--- src/rtl/fixed_point_div.sv ---
// Sequential signed fixed-point divider: one restoring-division step per cycle on
// magnitudes, then sign, saturation and divide-by-zero handling on the way out.
module fixed_point_div #(
  parameter int unsigned INTEGER_PART_WIDTH    = 2,
  parameter int unsigned FRACTIONAL_PART_WIDTH = 1,
  localparam int unsigned NUMBER_WIDTH = INTEGER_PART_WIDTH + FRACTIONAL_PART_WIDTH
) (
  input  logic                    clk,
  input  logic                    rst,
  input  logic                    start,
  input  logic [NUMBER_WIDTH-1:0] a,
  input  logic [NUMBER_WIDTH-1:0] b,
  output logic                    busy,
  output logic                    done,
  output logic [NUMBER_WIDTH-1:0] result,
  output logic                    overflow,
  output logic                    div_by_zero
);

  localparam int unsigned N     = NUMBER_WIDTH;
  localparam int unsigned FW    = FRACTIONAL_PART_WIDTH;
  localparam int unsigned Q     = N + FW;
  localparam int unsigned CNT_W = $clog2(Q + 1);

  localparam logic [N-1:0] MAX_POS     = {1'b0, {(N-1){1'b1}}};
  localparam logic [N-1:0] MIN_NEG     = {1'b1, {(N-1){1'b0}}};
  localparam logic [Q-1:0] MAX_POS_MAG = Q'(MAX_POS);
  localparam logic [Q-1:0] MIN_NEG_MAG = Q'(MIN_NEG);

  typedef enum logic [1:0] {IDLE, DIVIDE, FINISH} state_t;

  state_t           state;
  logic             neg_q;
  logic             a_neg_q;
  logic             b_zero_q;
  logic [N-1:0]     divisor_q;
  logic [N-1:0]     rem_q;
  logic [Q-1:0]     dq_q;
  logic [CNT_W-1:0] cnt_q;

  logic [N-1:0] a_abs;
  logic [N-1:0] b_abs;
  logic [N:0]   rem_shift;
  logic         rem_ge;
  logic [N-1:0] rem_next;
  logic [N-1:0] fin_result;
  logic         fin_overflow;

  // Operand magnitudes; the most negative value maps onto 2^(N-1) unsigned.
  always_comb begin
    a_abs = a[N-1] ? N'(-a) : a;
    b_abs = b[N-1] ? N'(-b) : b;
  end

  // One restoring step: shift in the next dividend bit, subtract if it fits.
  always_comb begin
    rem_shift = {rem_q, dq_q[Q-1]};
    rem_ge    = rem_shift >= {1'b0, divisor_q};
    rem_next  = rem_ge ? N'(rem_shift - {1'b0, divisor_q}) : rem_shift[N-1:0];
  end

  // Signed, saturated result from the final quotient magnitude held in dq_q.
  always_comb begin
    fin_result   = '0;
    fin_overflow = 1'b0;
    if (b_zero_q) begin
      fin_result = a_neg_q ? MIN_NEG : MAX_POS;
    end else if (neg_q) begin
      if (dq_q > MIN_NEG_MAG) begin
        fin_result   = MIN_NEG;
        fin_overflow = 1'b1;
      end else begin
        fin_result = N'(-dq_q);
      end
    end else begin
      if (dq_q > MAX_POS_MAG) begin
        fin_result   = MAX_POS;
        fin_overflow = 1'b1;
      end else begin
        fin_result = dq_q[N-1:0];
      end
    end
  end

  always_ff @(posedge clk) begin
    if (rst) begin
      state       <= IDLE;
      busy        <= 1'b0;
      done        <= 1'b0;
      result      <= '0;
      overflow    <= 1'b0;
      div_by_zero <= 1'b0;
      neg_q       <= 1'b0;
      a_neg_q     <= 1'b0;
      b_zero_q    <= 1'b0;
      divisor_q   <= '0;
      rem_q       <= '0;
      dq_q        <= '0;
      cnt_q       <= '0;
    end else begin
      done <= 1'b0;
      unique case (state)
        IDLE: begin
          if (start) begin
            neg_q     <= a[N-1] ^ b[N-1];
            a_neg_q   <= a[N-1];
            b_zero_q  <= (b == '0);
            divisor_q <= b_abs;
            dq_q      <= {a_abs, {FW{1'b0}}};
            rem_q     <= '0;
            cnt_q     <= '0;
            busy      <= 1'b1;
            state     <= DIVIDE;
          end
        end
        DIVIDE: begin
          dq_q  <= {dq_q[Q-2:0], rem_ge};
          rem_q <= rem_next;
          cnt_q <= cnt_q + 1'b1;
          if (cnt_q == CNT_W'(Q - 1)) begin
            state <= FINISH;
          end
        end
        FINISH: begin
          result      <= fin_result;
          overflow    <= fin_overflow;
          div_by_zero <= b_zero_q;
          done        <= 1'b1;
          busy        <= 1'b0;
          state       <= IDLE;
        end
        default: state <= IDLE;
      endcase
    end
  end

endmodule
--- config.mk ---
export PLATFORM = sky130hd
export DESIGN_NAME = fixed_point_div
export DESIGN_NICKNAME = d
export VERILOG_FILES = /design/src/rtl/fixed_point_div.sv
export SDC_FILE = /design/constraint.sdc
export NUM_CORES = 1
export LEC_CHECK = 0
export ABC_AREA = 1
export BUFFER_PORTS_ARGS = -buffer_cell sky130_fd_sc_hd__buf_2
export CORE_MARGIN = 5
export CORE_UTILIZATION = 38
export CTS_BUF_LIST = sky130_fd_sc_hd__clkbuf_4 sky130_fd_sc_hd__clkbuf_8
export CTS_CLUSTER_DIAMETER = 200
export DETAILED_ROUTE_END_ITERATION = 8
export PLACE_DENSITY = 0.61
export REMOVE_ABC_BUFFERS = 1
export SLEW_MARGIN = 20
export SYNTH_ARGS = -nofsm -noshare
export SYNTH_HDL_FRONTEND = slang
export SYNTH_SLANG_ARGS = --single-unit
--- constraint.sdc ---
create_clock -name clk -period 1.5 [get_ports clk]
set_input_delay 0.3 -clock clk [delete_from_list [all_inputs] [get_ports clk]]
set_output_delay 0.3 -clock clk [all_outputs]
set_load 0.1 [all_outputs]
==> impl_results.html, run 1 <==
<table>
<tr><th>Metric</th><th>Value</th></tr>
<tr><th colspan="2">STA</th></tr>
<tr><td>Final count of hold timing violations</td><td>0</td></tr>
<tr><td>Final critical-path share of the clock period</td><td>0.9767</td></tr>
<tr><td>Layout Skew</td><td>0.007527 ns</td></tr>
<tr><td>Endpoints failing setup</td><td>0</td></tr>
<tr><td>Relative max-transition margin</td><td>0.6781</td></tr>
<tr><td>Final critical delay including setup and external delays</td><td>1.465 ns</td></tr>
<tr><td>Post-route worst setup slack</td><td>between 0.03 and 0.04 ns</td></tr>
<tr><td>Slew of the pin with the lowest slew margin</td><td>0.4862 ns</td></tr>
<tr><td>Highest clock rate</td><td>682.6 MHz</td></tr>
<tr><td>RSZ-0062 raised after global routing</td><td>yes</td></tr>
<tr><td>Final max-slew violation count</td><td>0</td></tr>
<tr><th colspan="2">Layout</th></tr>
<tr><td>Antenna diode instance count</td><td>0</td></tr>
<tr><td>Layout overhead on the synthesized area</td><td>16.79%</td></tr>
<tr><td>Post-route cell area</td><td>1428 um2</td></tr>
<tr><td>Fillers</td><td>329</td></tr>
<tr><td>Post-route core utilization</td><td>0.4638</td></tr>
<tr><td>Share of layout cells above drive strength 1</td><td>0.2418</td></tr>
<tr><td>Post-layout net count</td><td>201</td></tr>
<tr><td>Number of standard cells in the final layout excluding fillers</td><td>226</td></tr>
<tr><th colspan="2">Route</th></tr>
<tr><td>Overall routed net length</td><td>~2500 um</td></tr>
<tr><td>Total via count after detailed routing</td><td>1060</td></tr>
<tr><td>Vias per cell</td><td>~4.7</td></tr>
<tr><td>Violation count after the first detailed-routing iteration</td><td>48</td></tr>
<tr><td>Number of search-and-repair iterations in the first detailed-routing pass</td><td>4</td></tr>
<tr><td>Number of antenna-violating nets in the routed design</td><td>0</td></tr>
<tr><td>WL/cell</td><td>10.92 um</td></tr>
<tr><td>Drc violations</td><td>0</td></tr>
<tr><th colspan="2">Setup path</th></tr>
<tr><td>Top Family by Delay on Critical Path</td><td>adder cells</td></tr>
<tr><td>R2R Path End</td><td>rem_q[2]</td></tr>
<tr><td>CP max stage delay</td><td>0.38 ns</td></tr>
<tr><td>Cell chain of the critical path</td><td>inv_2, ha_4, fa_2, buf_6, o21ai_2, nor2_1, o21ai_1, a21oi_1</td></tr>
<tr><td>Cell with the largest stage delay on the worst path</td><td>sky130_fd_sc_hd__fa_2</td></tr>
<tr><td>Endpoint kind of the worst setup timing path</td><td>flop</td></tr>
<tr><td>Register-to-register setup slack</td><td>0.03 ns</td></tr>
<tr><td>Bufs and invs on worst path</td><td>2</td></tr>
<tr><td>Beginning of the worst register-to-register path</td><td>dq_q[3]</td></tr>
<tr><td>Worst setup path startpoint</td><td>dq_q[3]</td></tr>
<tr><td>Depth of the worst register-to-register path</td><td>8</td></tr>
<tr><td>Peak fanout along the critical path</td><td>3</td></tr>
<tr><td>Type of element launching the critical path</td><td>flop</td></tr>
<tr><td>Critical path class</td><td>flop to flop</td></tr>
<tr><td>Arrival time reported for the critical path endpoint</td><td>1.68 ns</td></tr>
<tr><td>Data required time at the worst endpoint</td><td>~1.7 ns</td></tr>
<tr><th colspan="2">Placement</th></tr>
<tr><td>Post-DP HPWL</td><td>1955 um</td></tr>
<tr><td>Post-placement cell count</td><td>221</td></tr>
<tr><td>Placer congestion estimate</td><td>0.8396</td></tr>
<tr><td>Dpl ws</td><td>-0.08308 ns</td></tr>
<tr><td>Post-placement cell area</td><td>roughly 1400 um2</td></tr>
<tr><td>Quantity of I/O buffers inserted on ports</td><td>15</td></tr>
<tr><th colspan="2">CTS</th></tr>
<tr><td>H-tree depth</td><td>1</td></tr>
<tr><td>Clock slew at the register clock pins of the worst setup and hold paths</td><td>0.12 ns</td></tr>
<tr><td>Hold_buf cts</td><td>0</td></tr>
<tr><td>Longest Clk Path Bufs</td><td>2</td></tr>
<tr><td>TritonCTS buffer count</td><td>3</td></tr>
<tr><td>TritonCTS clock tree</td><td>built</td></tr>
<tr><td>Sinks on the clock net</td><td>25</td></tr>
<tr><td>Clock latency at the later pin of the worst-skew pair</td><td>0.31 ns</td></tr>
<tr><td>CTS root buffer</td><td>sky130_fd_sc_hd__clkbuf_4</td></tr>
<tr><th colspan="2">Die</th></tr>
<tr><td>Top-level I/O count</td><td>16</td></tr>
<tr><td>Initial cell density of the core</td><td>0.3972</td></tr>
<tr><td>Core area</td><td>between 3000 and 4000 um2</td></tr>
<tr><td>Overall die area</td><td>4451 um2</td></tr>
<tr><td>Y dimension of the die</td><td>approximately 67 um</td></tr>
<tr><td>Horiz. Die Dim</td><td>66.72 um</td></tr>
<tr><td>Number of cell rows</td><td>20</td></tr>
<tr><th colspan="2">Global routing</th></tr>
<tr><td>GRT Total Usage</td><td>0.1210</td></tr>
<tr><td>Pin count of the biggest net entering global routing</td><td>14</td></tr>
<tr><td>Overall overflow remaining after global route</td><td>0</td></tr>
<tr><td>Vias in the first global route</td><td>between 900 and 1000</td></tr>
<tr><td>First-pass GRT wire length</td><td>4098 um</td></tr>
<tr><td>Antenna violations before repair</td><td>0</td></tr>
<tr><th colspan="2">Min path</th></tr>
<tr><td>Source of the worst hold timing path</td><td>rst</td></tr>
<tr><td>Number of cells traversed by the worst hold path</td><td>2</td></tr>
<tr><td>Endpoint, Worst Hold</td><td>cnt_q[1]</td></tr>
<tr><td>Worst hold-check path type</td><td>primary input to flop</td></tr>
<tr><th colspan="2">Pwr</th></tr>
<tr><td>Cell internal pwr</td><td>between 0.9 and 1 mW</td></tr>
<tr><td>Worst voltage drop across the vdd grid</td><td>~0.00063 V</td></tr>
<tr><td>Power, Total</td><td>~1.4 mW</td></tr>
<tr><td>Relative contribution of the clock network to total power</td><td>0.228</td></tr>
<tr><td>Standby leakage power</td><td>0.6490 nW</td></tr>
<tr><td>Switching portion of total power</td><td>0.3057</td></tr>
<tr><td>Combinational group share of total power</td><td>0.237</td></tr>
<tr><td>Net switching power figure</td><td>0.4183 mW</td></tr>
<tr><td>P per Cell Area</td><td>958.7 nW/um2</td></tr>
<tr><td>Flop pwr share</td><td>0.535</td></tr>
<tr><th colspan="2">Synthesis</th></tr>
<tr><td>List of most frequent post-synthesis cells</td><td>sky130_fd_sc_hd__nand2_1 (34), sky130_fd_sc_hd__dfxtp_1 (25), sky130_fd_sc_hd__a21oi_1 (21)</td></tr>
<tr><td>Number of flops mapped to enable cells by yosys</td><td>0</td></tr>
<tr><td>Synthesized flop and latch total</td><td>25</td></tr>
<tr><td>Proportion of synthesized chip area in sequential cells</td><td>0.4094</td></tr>
<tr><td>Asr flop ratio synth</td><td>0</td></tr>
<tr><td>Cell with the most instances after synthesis</td><td>sky130_fd_sc_hd__nand2_1</td></tr>
<tr><td>Predominant post-synthesis flop cell</td><td>sky130_fd_sc_hd__dfxtp_1</td></tr>
<tr><td>Count of synthesis-stage warnings from yosys</td><td>0</td></tr>
<tr><td>Average instance area after synthesis</td><td>7.593 um2</td></tr>
<tr><td>Biggest area contributors in the synthesized netlist</td><td>sky130_fd_sc_hd__dfxtp_1 (41%), sky130_fd_sc_hd__nand2_1 (10%), sky130_fd_sc_hd__a21oi_1 (8.6%)</td></tr>
<tr><td>Post-synthesis cell count</td><td>about 160</td></tr>
<tr><td>Combined area of all synthesized cells</td><td>1222 um2</td></tr>
<tr><td>Synth cell types</td><td>30</td></tr>
<tr><td>Post-synth top area cell</td><td>sky130_fd_sc_hd__dfxtp_1</td></tr>
<tr><td>Top-area cell type share of the netlist area</td><td>0.4094</td></tr>
<tr><th colspan="2">Flow run</th></tr>
<tr><td># Max-Cap Violations</td><td>0</td></tr>
<tr><th colspan="2">Run status</th></tr>
<tr><td>Run status</td><td>complete, no violations</td></tr>
</table>
## cell usage in the layout (no fill, tap or decap), types with 2 or more instances in the layout
cell and count:
sky130_fd_sc_hd__inv_2 5, sky130_fd_sc_hd__buf_2 15, sky130_fd_sc_hd__a31oi_1 2, sky130_fd_sc_hd__buf_4 4, sky130_fd_sc_hd__clkbuf_4 4, sky130_fd_sc_hd__a21oi_1 21, sky130_fd_sc_hd__nand3_1 9, sky130_fd_sc_hd__nor2_1 10
sky130_fd_sc_hd__nand2_1 31, sky130_fd_sc_hd__ha_1 7, sky130_fd_sc_hd__inv_1 17, sky130_fd_sc_hd__dfxtp_1 24, sky130_fd_sc_hd__o21ai_1 7, sky130_fd_sc_hd__nand2_2 5, sky130_fd_sc_hd__o21ai_0 3
## power by group through the flow
stage	combinational (mW)	clock (mW)	sequential [mW]
after floorplan	0.198	0	0.756
after global placement	0.290	0	0.744
after detailed placement	0.297	0	0.746
after CTS	0.305	0.325	0.732
after global routing	0.369	0.352	0.739
final	0.324	0.312	0.732
## through the flow
stage               setup TNS, ns  hold slack (ns)
global placement                0           0.4519
CTS                             0           0.2056
finish                          0           0.2200
detailed placement        -0.2261           0.4603
floorplan                       0           0.3691
global route             -0.08711           0.2035
## routing by layer
layer | global-route usage | vias to the layer above | part of all wire
met3 | 0.03204 | 6 | 0.034
met4 | 0.04315 | 0 | 0.016
met5 | 0 | - | 0
met1 | 0.1434 | 473 | 0.47
met2 | 0.2079 | 16 | 0.48
li1 | - | 565 | -
## final cells by class
| class | instances | area [um2] | share of cell area |
|---|---|---|---|
| clock buffers | 4 | 30.03 | 0.02103 |
| inverters | 24 | 93.84 | 0.06573 |
| multi-input cells | 109 | 630.6 | 0.4417 |
| flip-flops and latches | 25 | 501.7 | 0.3514 |
| well taps | 44 | 55.05 | 0.03856 |
| repair buffers | 20 | 116.4 | 0.08151 |
## worst max path at each step
stage	endpoint	slack (ns)	cells past startpoint
after global placement	rem_q[2]	0.005	8
after CTS	rem_q[1]	0.008	9
final	rem_q[2]	0.03	8
after global routing	rem_q[2]	-0.04	8
after floorplan	rem_q[0]	0.006	9
after detailed placement	rem_q[1]	-0.08	9
## cells by family after synthesis
logic type,share of synthesized area
XOR/XNOR,0.007166
adder cells (fa/ha/maj),0.09826
AO/OA/AOI/OAI,0.1720
buffers and inverters,0.09313
AND/OR/NAND/NOR,0.2201
flip-flops,0.4094
## what timing repair did
item | 4_1_cts | 5_1_grt
endpoints found under the setup margin | 4 | 4
setup buffers | 0 | 1
gates resized for setup | 3 | 6
pin swaps | 0 | 4
## flip-flops by register name, summed over array words and instances, names as in the netlist
| name | cells |
|---|---|
| done | 1 |
| busy | 1 |
| div_by_zero | 1 |
| overflow | 1 |
| a_neg_q | 1 |
| cnt_q | 3 |
| state | 2 |
| rem_q | 3 |
| divisor_q | 3 |
| dq_q | 4 |
| result | 3 |
| b_zero_q | 1 |
| neg_q | 1 |
Power figures use the tool's default switching activity.
==> run 2: changes to the inputs <==
ABC_AREA = unset   (was 1)
CORE_MARGIN = 8   (was 5)
PLACE_DENSITY = 0.6   (was 0.61)
==> run 2 against run 1 <==
Clock skew fell by 0.0021 ns. The flow now finishes with violations (setup timing). Die area up 21%. Register-to-register slack worse by 0.099 ns. Routed wire length up 4.5%. Sequential power shrank 1%. Global-route usage fell by 1.6 points. Final cell count down 2.2%. Largest power group unchanged. Maximum frequency fell by 6.3%. Synthesized area up 2.9%. Worst setup slack lost 0.099 ns. Count of clock-buffer cells in the layout is the same.
==> impl_results.html, run 2 <==
<table>
<tr><th>Metric</th><th>Value</th></tr>
<tr><th colspan="2">Route</th></tr>
<tr><td>Drc violations</td><td>0 (unchanged)</td></tr>
<tr><td>Number of search-and-repair iterations in the first detailed-routing pass</td><td>4 (unchanged)</td></tr>
<tr><td>Vias per cell</td><td>4.837 (was 4.690)</td></tr>
<tr><td>Violation count after the first detailed-routing iteration</td><td>20 (was 48)</td></tr>
<tr><td>Overall routed net length</td><td>2580 um (was 2469 um)</td></tr>
<tr><td>Total via count after detailed routing</td><td>1069 (was 1060)</td></tr>
<tr><td>WL/cell</td><td>11.67 um (was 10.92 um)</td></tr>
<tr><td>Number of antenna-violating nets in the routed design</td><td>0 (unchanged)</td></tr>
<tr><th colspan="2">Layout</th></tr>
<tr><td>Area taken by multi-input logic gates</td><td>710.7 um2 (was 630.6 um2)</td></tr>
<tr><td>Layout overhead on the synthesized area</td><td>19.60% (was 16.79%)</td></tr>
<tr><td>Most flops, register</td><td>dq_q (unchanged)</td></tr>
<tr><td>Sequential cell area</td><td>503.0 um2 (was 501.7 um2)</td></tr>
<tr><td>Max FFs per register</td><td>4 (unchanged)</td></tr>
<tr><td>Post-route cell area</td><td>1504 um2 (was 1428 um2)</td></tr>
<tr><td>Number of standard cells in the final layout excluding fillers</td><td>221 (was 226)</td></tr>
<tr><td>Commonest non-fill, non-tap cell in the layout</td><td>sky130_fd_sc_hd__dfxtp_1 (was sky130_fd_sc_hd__nand2_1)</td></tr>
<tr><td>Top library cells by usage in the layout, fill and taps aside</td><td>sky130_fd_sc_hd__dfxtp_1 (23), sky130_fd_sc_hd__nor2_1 (22), sky130_fd_sc_hd__nand2_1 (19) (was sky130_fd_sc_hd__nand2_1 (31), sky130_fd_sc_hd__dfxtp_1 (24), sky130_fd_sc_hd__a21oi_1 (21))</td></tr>
<tr><td>Antenna diode instance count</td><td>0 (unchanged)</td></tr>
<tr><td>Post-layout net count</td><td>194 (was 201)</td></tr>
<tr><td>Share of layout cells above drive strength 1</td><td>0.2343 (was 0.2418)</td></tr>
<tr><td>Fillers</td><td>345 (was 329)</td></tr>
<tr><th colspan="2">Synthesis</th></tr>
<tr><td>Cell with the most instances after synthesis</td><td>sky130_fd_sc_hd__dfxtp_1 (was sky130_fd_sc_hd__nand2_1)</td></tr>
<tr><td>XOR/XNOR Fraction of Synth Area</td><td>0.006965 (was 0.007165)</td></tr>
<tr><td>Asr flop ratio synth</td><td>0 (unchanged)</td></tr>
<tr><td>Biggest area contributors in the synthesized netlist</td><td>sky130_fd_sc_hd__dfxtp_1 (40%), sky130_fd_sc_hd__ha_1 (8.0%), sky130_fd_sc_hd__nor2_1 (6.6%) (was sky130_fd_sc_hd__dfxtp_1 (41%), sky130_fd_sc_hd__nand2_1 (10%), sky130_fd_sc_hd__a21oi_1 (8.6%))</td></tr>
<tr><td>Main combinational cell family by area after synthesis</td><td>simple AND/OR/NAND/NOR gates (unchanged)</td></tr>
<tr><td>Count of synthesis-stage warnings from yosys</td><td>0 (unchanged)</td></tr>
<tr><td>Number of flops mapped to enable cells by yosys</td><td>0 (unchanged)</td></tr>
<tr><td>Predominant post-synthesis flop cell</td><td>sky130_fd_sc_hd__dfxtp_1 (unchanged)</td></tr>
<tr><td>Average instance area after synthesis</td><td>8.219 um2 (was 7.593 um2)</td></tr>
<tr><td>Post-synth top area cell</td><td>sky130_fd_sc_hd__dfxtp_1 (unchanged)</td></tr>
<tr><td>Combined area of all synthesized cells</td><td>1257 um2 (was 1222 um2)</td></tr>
<tr><td>Synthesized flop and latch total</td><td>25 (unchanged)</td></tr>
<tr><td>Proportion of synthesized chip area in sequential cells</td><td>0.3980 (was 0.4094)</td></tr>
<tr><td>List of most frequent post-synthesis cells</td><td>sky130_fd_sc_hd__dfxtp_1 (25), sky130_fd_sc_hd__nor2_1 (22), sky130_fd_sc_hd__nand2_1 (20) (was sky130_fd_sc_hd__nand2_1 (34), sky130_fd_sc_hd__dfxtp_1 (25), sky130_fd_sc_hd__a21oi_1 (21))</td></tr>
<tr><td>Area fraction in compound gates after synthesis</td><td>0.1751 (was 0.1720)</td></tr>
<tr><td>Basic-gate share of the synthesized area counting and, or, nand and nor cells</td><td>0.2328 (was 0.2201)</td></tr>
<tr><td>Adder and majority cell fraction of the synthesized area</td><td>0.09552 (was 0.09826)</td></tr>
<tr><td>Share of synthesized area spent on multiplexers</td><td>0.01592 (was 0)</td></tr>
<tr><td>Synth cell types</td><td>34 (was 30)</td></tr>
<tr><td>Top-area cell type share of the netlist area</td><td>0.3980 (was 0.4094)</td></tr>
<tr><td>Post-synthesis cell count</td><td>153 (was 161)</td></tr>
<tr><th colspan="2">Die</th></tr>
<tr><td>Core area</td><td>3258 um2 (was 3078 um2)</td></tr>
<tr><td>Top-level I/O count</td><td>16 (unchanged)</td></tr>
<tr><td>Number of cell rows</td><td>21 (was 20)</td></tr>
<tr><td>Horiz. Die Dim</td><td>73.53 um (was 66.72 um)</td></tr>
<tr><td>Overall die area</td><td>5406 um2 (was 4451 um2)</td></tr>
<tr><td>Initial cell density of the core</td><td>0.3859 (was 0.3972)</td></tr>
<tr><td>Y dimension of the die</td><td>73.53 um (was 66.72 um)</td></tr>
<tr><th colspan="2">Setup path</th></tr>
<tr><td>Type of element launching the critical path</td><td>flop (unchanged)</td></tr>
<tr><td>Critical path class</td><td>flop to flop (unchanged)</td></tr>
<tr><td>Endpoint kind of the worst setup timing path</td><td>flop (unchanged)</td></tr>
<tr><td>Peak fanout along the critical path</td><td>4 (was 3)</td></tr>
<tr><td>Arrival time reported for the critical path endpoint</td><td>1.79 ns (was 1.68 ns)</td></tr>
<tr><td>CP max stage delay</td><td>0.36 ns (was 0.38 ns)</td></tr>
<tr><td>Cell with the largest stage delay on the worst path</td><td>sky130_fd_sc_hd__dfxtp_2 (was sky130_fd_sc_hd__fa_2)</td></tr>
<tr><td>Data required time at the worst endpoint</td><td>1.72 ns (about the same)</td></tr>
<tr><td>Cell chain of the critical path</td><td>inv_2, ha_4, fa_2, nand2b_4, nand3_4, nor2_1, o41ai_2 (was inv_2, ha_4, fa_2, buf_6, o21ai_2, nor2_1, o21ai_1, a21oi_1)</td></tr>
<tr><th colspan="2">Pwr</th></tr>
<tr><td>Worst voltage drop across the vdd grid</td><td>0.0003527 V (was 0.0006309 V)</td></tr>
<tr><td>Cell internal pwr</td><td>0.9429 mW (was 0.9503 mW)</td></tr>
<tr><td>Switching portion of total power</td><td>0.2897 (was 0.3057)</td></tr>
<tr><td>Net switching power figure</td><td>0.3846 mW (was 0.4183 mW)</td></tr>
<tr><td>Power, Total</td><td>1.328 mW (was 1.369 mW)</td></tr>
<tr><td>Combinational group share of total power</td><td>0.220 (was 0.237)</td></tr>
<tr><td>Flop pwr share</td><td>0.545 (was 0.535)</td></tr>
<tr><td>Relative contribution of the clock network to total power</td><td>0.236 (was 0.228)</td></tr>
<tr><td>P per Cell Area</td><td>882.7 nW/um2 (was 958.7 nW/um2)</td></tr>
<tr><td>Standby leakage power</td><td>0.6371 nW (was 0.6490 nW)</td></tr>
<tr><th colspan="2">STA</th></tr>
<tr><td>Endpoints failing setup</td><td>3 (was 0)</td></tr>
<tr><td>Final max-slew violation count</td><td>0 (unchanged)</td></tr>
<tr><td>Post-route worst setup slack</td><td>-0.06357 ns (was 0.03500 ns)</td></tr>
<tr><td>Final critical-path share of the clock period</td><td>1.042 (was 0.9767)</td></tr>
<tr><td>Highest clock rate</td><td>639.6 MHz (was 682.6 MHz)</td></tr>
<tr><td>Slew of the pin with the lowest slew margin</td><td>0.4868 ns (was 0.4862 ns)</td></tr>
<tr><td>RSZ-0062 raised after global routing</td><td>yes (unchanged)</td></tr>
<tr><td>Relative max-transition margin</td><td>0.6777 (was 0.6781)</td></tr>
<tr><td>Layout Skew</td><td>0.005440 ns (was 0.007527 ns)</td></tr>
<tr><td>Final count of hold timing violations</td><td>0 (unchanged)</td></tr>
<tr><td>Setup TNS</td><td>-0.1434 ns (was 0 ns)</td></tr>
<tr><td>Final critical delay including setup and external delays</td><td>1.564 ns (was 1.465 ns)</td></tr>
<tr><td>Final Hold Slack</td><td>0.2121 ns (was 0.2200 ns)</td></tr>
<tr><th colspan="2">CTS</th></tr>
<tr><td>Post-CTS Setup Bufs</td><td>0 (unchanged)</td></tr>
<tr><td>Sinks on the clock net</td><td>25 (unchanged)</td></tr>
<tr><td>TritonCTS clock tree</td><td>built (unchanged)</td></tr>
<tr><td>Longest Clk Path Bufs</td><td>2 (unchanged)</td></tr>
<tr><td>Clock slew at the register clock pins of the worst setup and hold paths</td><td>0.13 ns (was 0.12 ns)</td></tr>
<tr><td>TritonCTS buffer count</td><td>3 (unchanged)</td></tr>
<tr><td>H-tree depth</td><td>1 (unchanged)</td></tr>
<tr><td>Hold_buf cts</td><td>0 (unchanged)</td></tr>
<tr><td>CTS root buffer</td><td>sky130_fd_sc_hd__clkbuf_4 (unchanged)</td></tr>
<tr><td>Clock latency at the later pin of the worst-skew pair</td><td>0.31 ns (about the same)</td></tr>
<tr><th colspan="2">Global routing</th></tr>
<tr><td>Antenna violations before repair</td><td>0 (unchanged)</td></tr>
<tr><td>GRT Total Usage</td><td>0.1048 (was 0.1210)</td></tr>
<tr><td>First-pass GRT wire length</td><td>4533 um (was 4098 um)</td></tr>
<tr><td>Overall overflow remaining after global route</td><td>0 (unchanged)</td></tr>
<tr><td>Vias in the first global route</td><td>1028 (was 971)</td></tr>
<tr><td>Pin count of the biggest net entering global routing</td><td>18 (was 14)</td></tr>
<tr><th colspan="2">Placement</th></tr>
<tr><td>Placer congestion estimate</td><td>0.9000 (was 0.8396)</td></tr>
<tr><td>Post-DP HPWL</td><td>2084 um (was 1955 um)</td></tr>
<tr><td>Quantity of I/O buffers inserted on ports</td><td>15 (unchanged)</td></tr>
<tr><td>Post-placement cell area</td><td>1419 um2 (was 1363 um2)</td></tr>
<tr><td>Post-placement cell count</td><td>217 (was 221)</td></tr>
<tr><th colspan="2">Run status</th></tr>
<tr><td>Run status</td><td>complete, but fails checks (was complete, no violations)</td></tr>
<tr><td>Failing checks</td><td>setup timing</td></tr>
<tr><th colspan="2">Min path</th></tr>
<tr><td>Worst hold-check path type</td><td>primary input to flop (unchanged)</td></tr>
<tr><th colspan="2">Flow run</th></tr>
<tr><td># Max-Cap Violations</td><td>0 (unchanged)</td></tr>
</table>
[run 2: changes by cell type after synthesis, sizes merged, moves of 5 or more]
cell | previous run | this run
inv | 23 | 15
nand2 | 36 | 20
nor2 | 12 | 22
o21ai | 11 | 4
a21oi | 21 | 12
nand3 | 10 | 5
[run 2: what timing repair did]
item	in CTS	in global routing
setup endpoints to repair	4	4
pin swaps	4	5
resized for setup	9	6
[run 2: worst paths after layout]
| path | startpoint | to | slack, ns | cells after the start |
|---|---|---|---|---|
| hold reg to reg | div_by_zero | div_by_zero | 0.46 | 2 |
| setup / recovery | dq_q[3] | rem_q[0] | -0.06 | 7 |
| hold / removal | b[0] | divisor_q[0] | 0.21 | 3 |
| setup reg to reg | dq_q[3] | rem_q[0] | -0.06 | 7 |
[run 2: metrics by stage]
stage	setup slack, ns	utilization
CTS	-0.07995	0.4547
floorplan	-0.2097	-
detailed placement	-0.2231	0.4355
global placement	-0.1243	0.4355
finish	-0.06357	0.4616
global route	-0.1526	0.4616
[run 2: final cells by class]
cell class,count,area share
Timing Repair Buffer,24,0.09734
Tap cell,46,0.03827
Inverter,15,0.03744
Sequential cell,25,0.3344
Clock buffer,4,0.01997
Multi-Input combinational cell,107,0.4725
[run 2: kinds of logic after synthesis]
| kind of cell | Yosys count |
|---|---|
| AO/OA/AOI/OAI | 33 |
| XOR/XNOR | 1 |
| adder cells (fa/ha/maj) | 9 |
| buffers and inverters | 21 |
| flip-flops | 25 |
| multiplexers | 2 |
| AND/OR/NAND/NOR | 62 |
[run 2: power groups by stage]
stage	sequential, mW	combinational, mW	clock, mW
finish	0.723	0.292	0.313
global route	0.729	0.328	0.355
CTS	0.723	0.276	0.321
detailed placement	0.736	0.257	0
global placement	0.735	0.249	0
floorplan	0.748	0.149	0
[run 2: layer usage]
layer | global-route usage | share of wire | vias up | wire [um]
li1 | - | - | 564 | -
met1 | 0.1159 | 0.42 | 485 | 1085
met2 | 0.1831 | 0.52 | 16 | 1330
met3 | 0.02592 | 0.051 | 4 | 131
met4 | 0.04656 | 0.013 | 0 | 33
met5 | 0 | 0 | - | 0
[run 2: critical path, delay by kind of cell (launching register included)]
kind | cells | cell delay [ns]
fa+ha+maj | 2 | 0.50
flops | 1 | 0.36
simple gates | 3 | 0.33
compound gates | 1 | 0.26
buf+inv | 1 | 0.04
==> run 3: changes to the inputs <==
PLACE_DENSITY = 0.58   (was 0.6)
clock period = 1.9 ns   (was 1.5 ns; I/O delays follow)
==> run 3 against run 2 <==
The flow now finishes without violations. Critical endpoint unchanged. Sequential power shrank 21%. First-iteration DRC count rose by 110%. Critical path type unchanged. Clock skew grew 0.0014 ns. Critical path depth stayed put. Largest cell class unchanged.
==> impl_results.html, run 3 (synthesis gave the netlist of run 2 again) <==
<table>
<tr><th>Metric</th><th>Value</th></tr>
<tr><th colspan="2">STA</th></tr>
<tr><td>RSZ-0062 raised after global routing</td><td>no (was yes)</td></tr>
<tr><td>Final critical-path share of the clock period</td><td>0.9489 (was 1.042)</td></tr>
<tr><td>Layout Skew</td><td>0.006854 ns (was 0.005440 ns)</td></tr>
<tr><td>Endpoints failing setup</td><td>0 (was 3)</td></tr>
<tr><td>Setup TNS</td><td>0 ns (was -0.1434 ns)</td></tr>
<tr><td>Highest clock rate</td><td>554.7 MHz (was 639.6 MHz)</td></tr>
<tr><td>Final Hold Slack</td><td>0.3172 ns (was 0.2121 ns)</td></tr>
<tr><td>Final count of hold timing violations</td><td>0 (unchanged)</td></tr>
<tr><td>Final critical delay including setup and external delays</td><td>1.803 ns (was 1.564 ns)</td></tr>
<tr><td>Final max-slew violation count</td><td>0 (unchanged)</td></tr>
<tr><td>Relative max-transition margin</td><td>0.6450 (was 0.6777)</td></tr>
<tr><td>Slew of the pin with the lowest slew margin</td><td>0.5314 ns (was 0.4868 ns)</td></tr>
<tr><th colspan="2">CTS</th></tr>
<tr><td>H-tree depth</td><td>1 (unchanged)</td></tr>
<tr><td>Hold_buf cts</td><td>0 (unchanged)</td></tr>
<tr><td>Sinks on the clock net</td><td>25 (unchanged)</td></tr>
<tr><td>TritonCTS clock tree</td><td>built (unchanged)</td></tr>
<tr><td>TritonCTS buffer count</td><td>3 (unchanged)</td></tr>
<tr><td>Clock slew at the register clock pins of the worst setup and hold paths</td><td>0.13 ns (about the same)</td></tr>
<tr><td>Clock latency at the later pin of the worst-skew pair</td><td>0.31 ns (about the same)</td></tr>
<tr><td>CTS root buffer</td><td>sky130_fd_sc_hd__clkbuf_4 (unchanged)</td></tr>
<tr><td>Longest Clk Path Bufs</td><td>2 (unchanged)</td></tr>
<tr><td>Number of cells upsized or downsized after cts</td><td>0 (was 9)</td></tr>
<tr><td>Post-CTS Setup Bufs</td><td>0 (unchanged)</td></tr>
<tr><th colspan="2">Route</th></tr>
<tr><td>WL/cell</td><td>12.04 um (was 11.67 um)</td></tr>
<tr><td>Vias per cell</td><td>4.893 (was 4.837)</td></tr>
<tr><td>Total via count after detailed routing</td><td>1052 (was 1069)</td></tr>
<tr><td>Drc violations</td><td>0 (unchanged)</td></tr>
<tr><td>Violation count after the first detailed-routing iteration</td><td>41 (was 20)</td></tr>
<tr><td>Number of antenna-violating nets in the routed design</td><td>0 (unchanged)</td></tr>
<tr><td>Number of search-and-repair iterations in the first detailed-routing pass</td><td>4 (unchanged)</td></tr>
<tr><td>Overall routed net length</td><td>2588 um (was 2580 um)</td></tr>
<tr><th colspan="2">Die</th></tr>
<tr><td>Initial cell density of the core</td><td>0.3859 (unchanged)</td></tr>
<tr><td>Number of cell rows</td><td>21 (unchanged)</td></tr>
<tr><td>Horiz. Die Dim</td><td>73.53 um (unchanged)</td></tr>
<tr><td>Y dimension of the die</td><td>73.53 um (unchanged)</td></tr>
<tr><td>Top-level I/O count</td><td>16 (unchanged)</td></tr>
<tr><td>Core area</td><td>3258 um2 (unchanged)</td></tr>
<tr><td>Overall die area</td><td>5406 um2 (unchanged)</td></tr>
<tr><th colspan="2">Placement</th></tr>
<tr><td>Quantity of I/O buffers inserted on ports</td><td>15 (unchanged)</td></tr>
<tr><td>Post-placement cell area</td><td>1374 um2 (was 1419 um2)</td></tr>
<tr><td>Placer congestion estimate</td><td>0.8358 (was 0.9000)</td></tr>
<tr><td>Post-DP HPWL</td><td>2077 um (was 2084 um)</td></tr>
<tr><th colspan="2">Global routing</th></tr>
<tr><td>Vias in the first global route</td><td>1038 (was 1028)</td></tr>
<tr><td>GRT Total Usage</td><td>0.1038 (was 0.1048)</td></tr>
<tr><td>First-pass GRT wire length</td><td>4367 um (was 4533 um)</td></tr>
<tr><td>Pin count of the biggest net entering global routing</td><td>16 (was 18)</td></tr>
<tr><td>Overall overflow remaining after global route</td><td>0 (unchanged)</td></tr>
<tr><td>Antenna violations before repair</td><td>0 (unchanged)</td></tr>
<tr><th colspan="2">Layout</th></tr>
<tr><td>Max FFs per register</td><td>4 (unchanged)</td></tr>
<tr><td>Fillers</td><td>350 (was 345)</td></tr>
<tr><td>Share of layout cells above drive strength 1</td><td>0.1479 (was 0.2343)</td></tr>
<tr><td>Layout overhead on the synthesized area</td><td>11.64% (was 19.60%)</td></tr>
<tr><td>Post-layout net count</td><td>188 (was 194)</td></tr>
<tr><td>Commonest non-fill, non-tap cell in the layout</td><td>sky130_fd_sc_hd__dfxtp_1 (unchanged)</td></tr>
<tr><td>Most flops, register</td><td>dq_q (unchanged)</td></tr>
<tr><td>Post-route core utilization</td><td>0.4309 (was 0.4616)</td></tr>
<tr><td>Top library cells by usage in the layout, fill and taps aside</td><td>sky130_fd_sc_hd__dfxtp_1 (25), sky130_fd_sc_hd__nor2_1 (22), sky130_fd_sc_hd__nand2_1 (20) (was sky130_fd_sc_hd__dfxtp_1 (23), sky130_fd_sc_hd__nor2_1 (22), sky130_fd_sc_hd__nand2_1 (19))</td></tr>
<tr><td>Post-route cell area</td><td>1404 um2 (was 1504 um2)</td></tr>
<tr><td>Antenna diode instance count</td><td>0 (unchanged)</td></tr>
<tr><th colspan="2">Pwr</th></tr>
<tr><td>Cell internal pwr</td><td>0.7170 mW (was 0.9429 mW)</td></tr>
<tr><td>Combinational group share of total power</td><td>0.185 (was 0.220)</td></tr>
<tr><td>Worst voltage drop across the vdd grid</td><td>0.0003151 V (was 0.0003527 V)</td></tr>
<tr><td>Switching portion of total power</td><td>0.2859 (was 0.2897)</td></tr>
<tr><td>Power, Total</td><td>1.004 mW (was 1.328 mW)</td></tr>
<tr><td>Relative contribution of the clock network to total power</td><td>0.247 (was 0.236)</td></tr>
<tr><td>Standby leakage power</td><td>0.5947 nW (was 0.6371 nW)</td></tr>
<tr><td>Flop pwr share</td><td>0.567 (was 0.545)</td></tr>
<tr><td>P per Cell Area</td><td>715.2 nW/um2 (was 882.7 nW/um2)</td></tr>
<tr><td>Net switching power figure</td><td>0.2870 mW (was 0.3846 mW)</td></tr>
<tr><th colspan="2">Setup path</th></tr>
<tr><td>Peak fanout along the critical path</td><td>4 (unchanged)</td></tr>
<tr><td>Endpoint kind of the worst setup timing path</td><td>flop (unchanged)</td></tr>
<tr><td>CP max stage delay</td><td>0.41 ns (was 0.36 ns)</td></tr>
<tr><td>Top Family by Delay on Critical Path</td><td>adder cells (unchanged)</td></tr>
<tr><td>Type of element launching the critical path</td><td>flop (unchanged)</td></tr>
<tr><td>Bufs and invs on worst path</td><td>1 (unchanged)</td></tr>
<tr><td>Critical path class</td><td>flop to flop (unchanged)</td></tr>
<tr><td>Cell chain of the critical path</td><td>inv_1, ha_1, fa_1, nand2b_1, nand3_1, nor2_1, o41ai_1 (was inv_2, ha_4, fa_2, nand2b_4, nand3_4, nor2_1, o41ai_2)</td></tr>
<tr><td>Cell with the largest stage delay on the worst path</td><td>sky130_fd_sc_hd__fa_1 (was sky130_fd_sc_hd__dfxtp_2)</td></tr>
<tr><td>Arrival time reported for the critical path endpoint</td><td>2.00 ns (was 1.79 ns)</td></tr>
<tr><td>Data required time at the worst endpoint</td><td>2.09 ns (was 1.72 ns)</td></tr>
<tr><th colspan="2">Run status</th></tr>
<tr><td>Run status</td><td>complete, no violations (was complete, but fails checks)</td></tr>
<tr><th colspan="2">Min path</th></tr>
<tr><td>Worst hold-check path type</td><td>primary input to flop (unchanged)</td></tr>
<tr><th colspan="2">Flow run</th></tr>
<tr><td># Max-Cap Violations</td><td>0 (unchanged)</td></tr>
</table>
## run 3: layer usage
metal  wire, um  vias up  track usage  part of all wire
met3        109        4      0.02319             0.042
met2       1356       10       0.1929              0.52
met1       1083      488       0.1045              0.42
met4         39        0      0.05322             0.015
li1           -      550            -                 -
met5          0        -            0                 0
## run 3: path summary, 6_finish.rpt
check | start | to | slack (ns) | cells past startpoint
hold reg to reg | div_by_zero | div_by_zero | 0.46 | 2
hold / removal | b[0] | divisor_q[0] | 0.32 | 3
setup / recovery | dq_q[3] | rem_q[0] | 0.1 | 7
setup reg to reg | dq_q[3] | rem_q[0] | 0.1 | 7
## run 3: layout make-up
| type | count | area (um2) | area share |
|---|---|---|---|
| flip-flops and latches | 25 | 500.5 | 0.3565 |
| repair buffers | 18 | 97.59 | 0.06952 |
| multi-input cells | 107 | 661.9 | 0.4715 |
| inverters | 15 | 56.30 | 0.04011 |
| clock buffers | 4 | 30.03 | 0.02139 |
| well taps | 46 | 57.56 | 0.04100 |
## run 3: power by group through the flow
stage | sequential [mW] | combinational [mW] | clock [mW]
4_1_cts | 0.570 | 0.188 | 0.257
3_5_place_dp | 0.582 | 0.188 | 0
5_1_grt | 0.574 | 0.210 | 0.285
2_1_floorplan | 0.591 | 0.118 | 0
3_3_place_gp | 0.580 | 0.181 | 0
6_report | 0.569 | 0.186 | 0.248
## run 3: stage by stage
stage	worst slack, ns	instances
after floorplan	0.1903	147
after global routing	0.02109	215
final	0.09716	215
after CTS	0.1156	215
after global placement	0.2473	211
after detailed placement	0.1553	211
## run 3: worst min-delay path, cell delays in order
cell and delay, ns:
sky130_fd_sc_hd__buf_2 0.10, sky130_fd_sc_hd__nand2_1 0.05, sky130_fd_sc_hd__a21oi_1 0.06
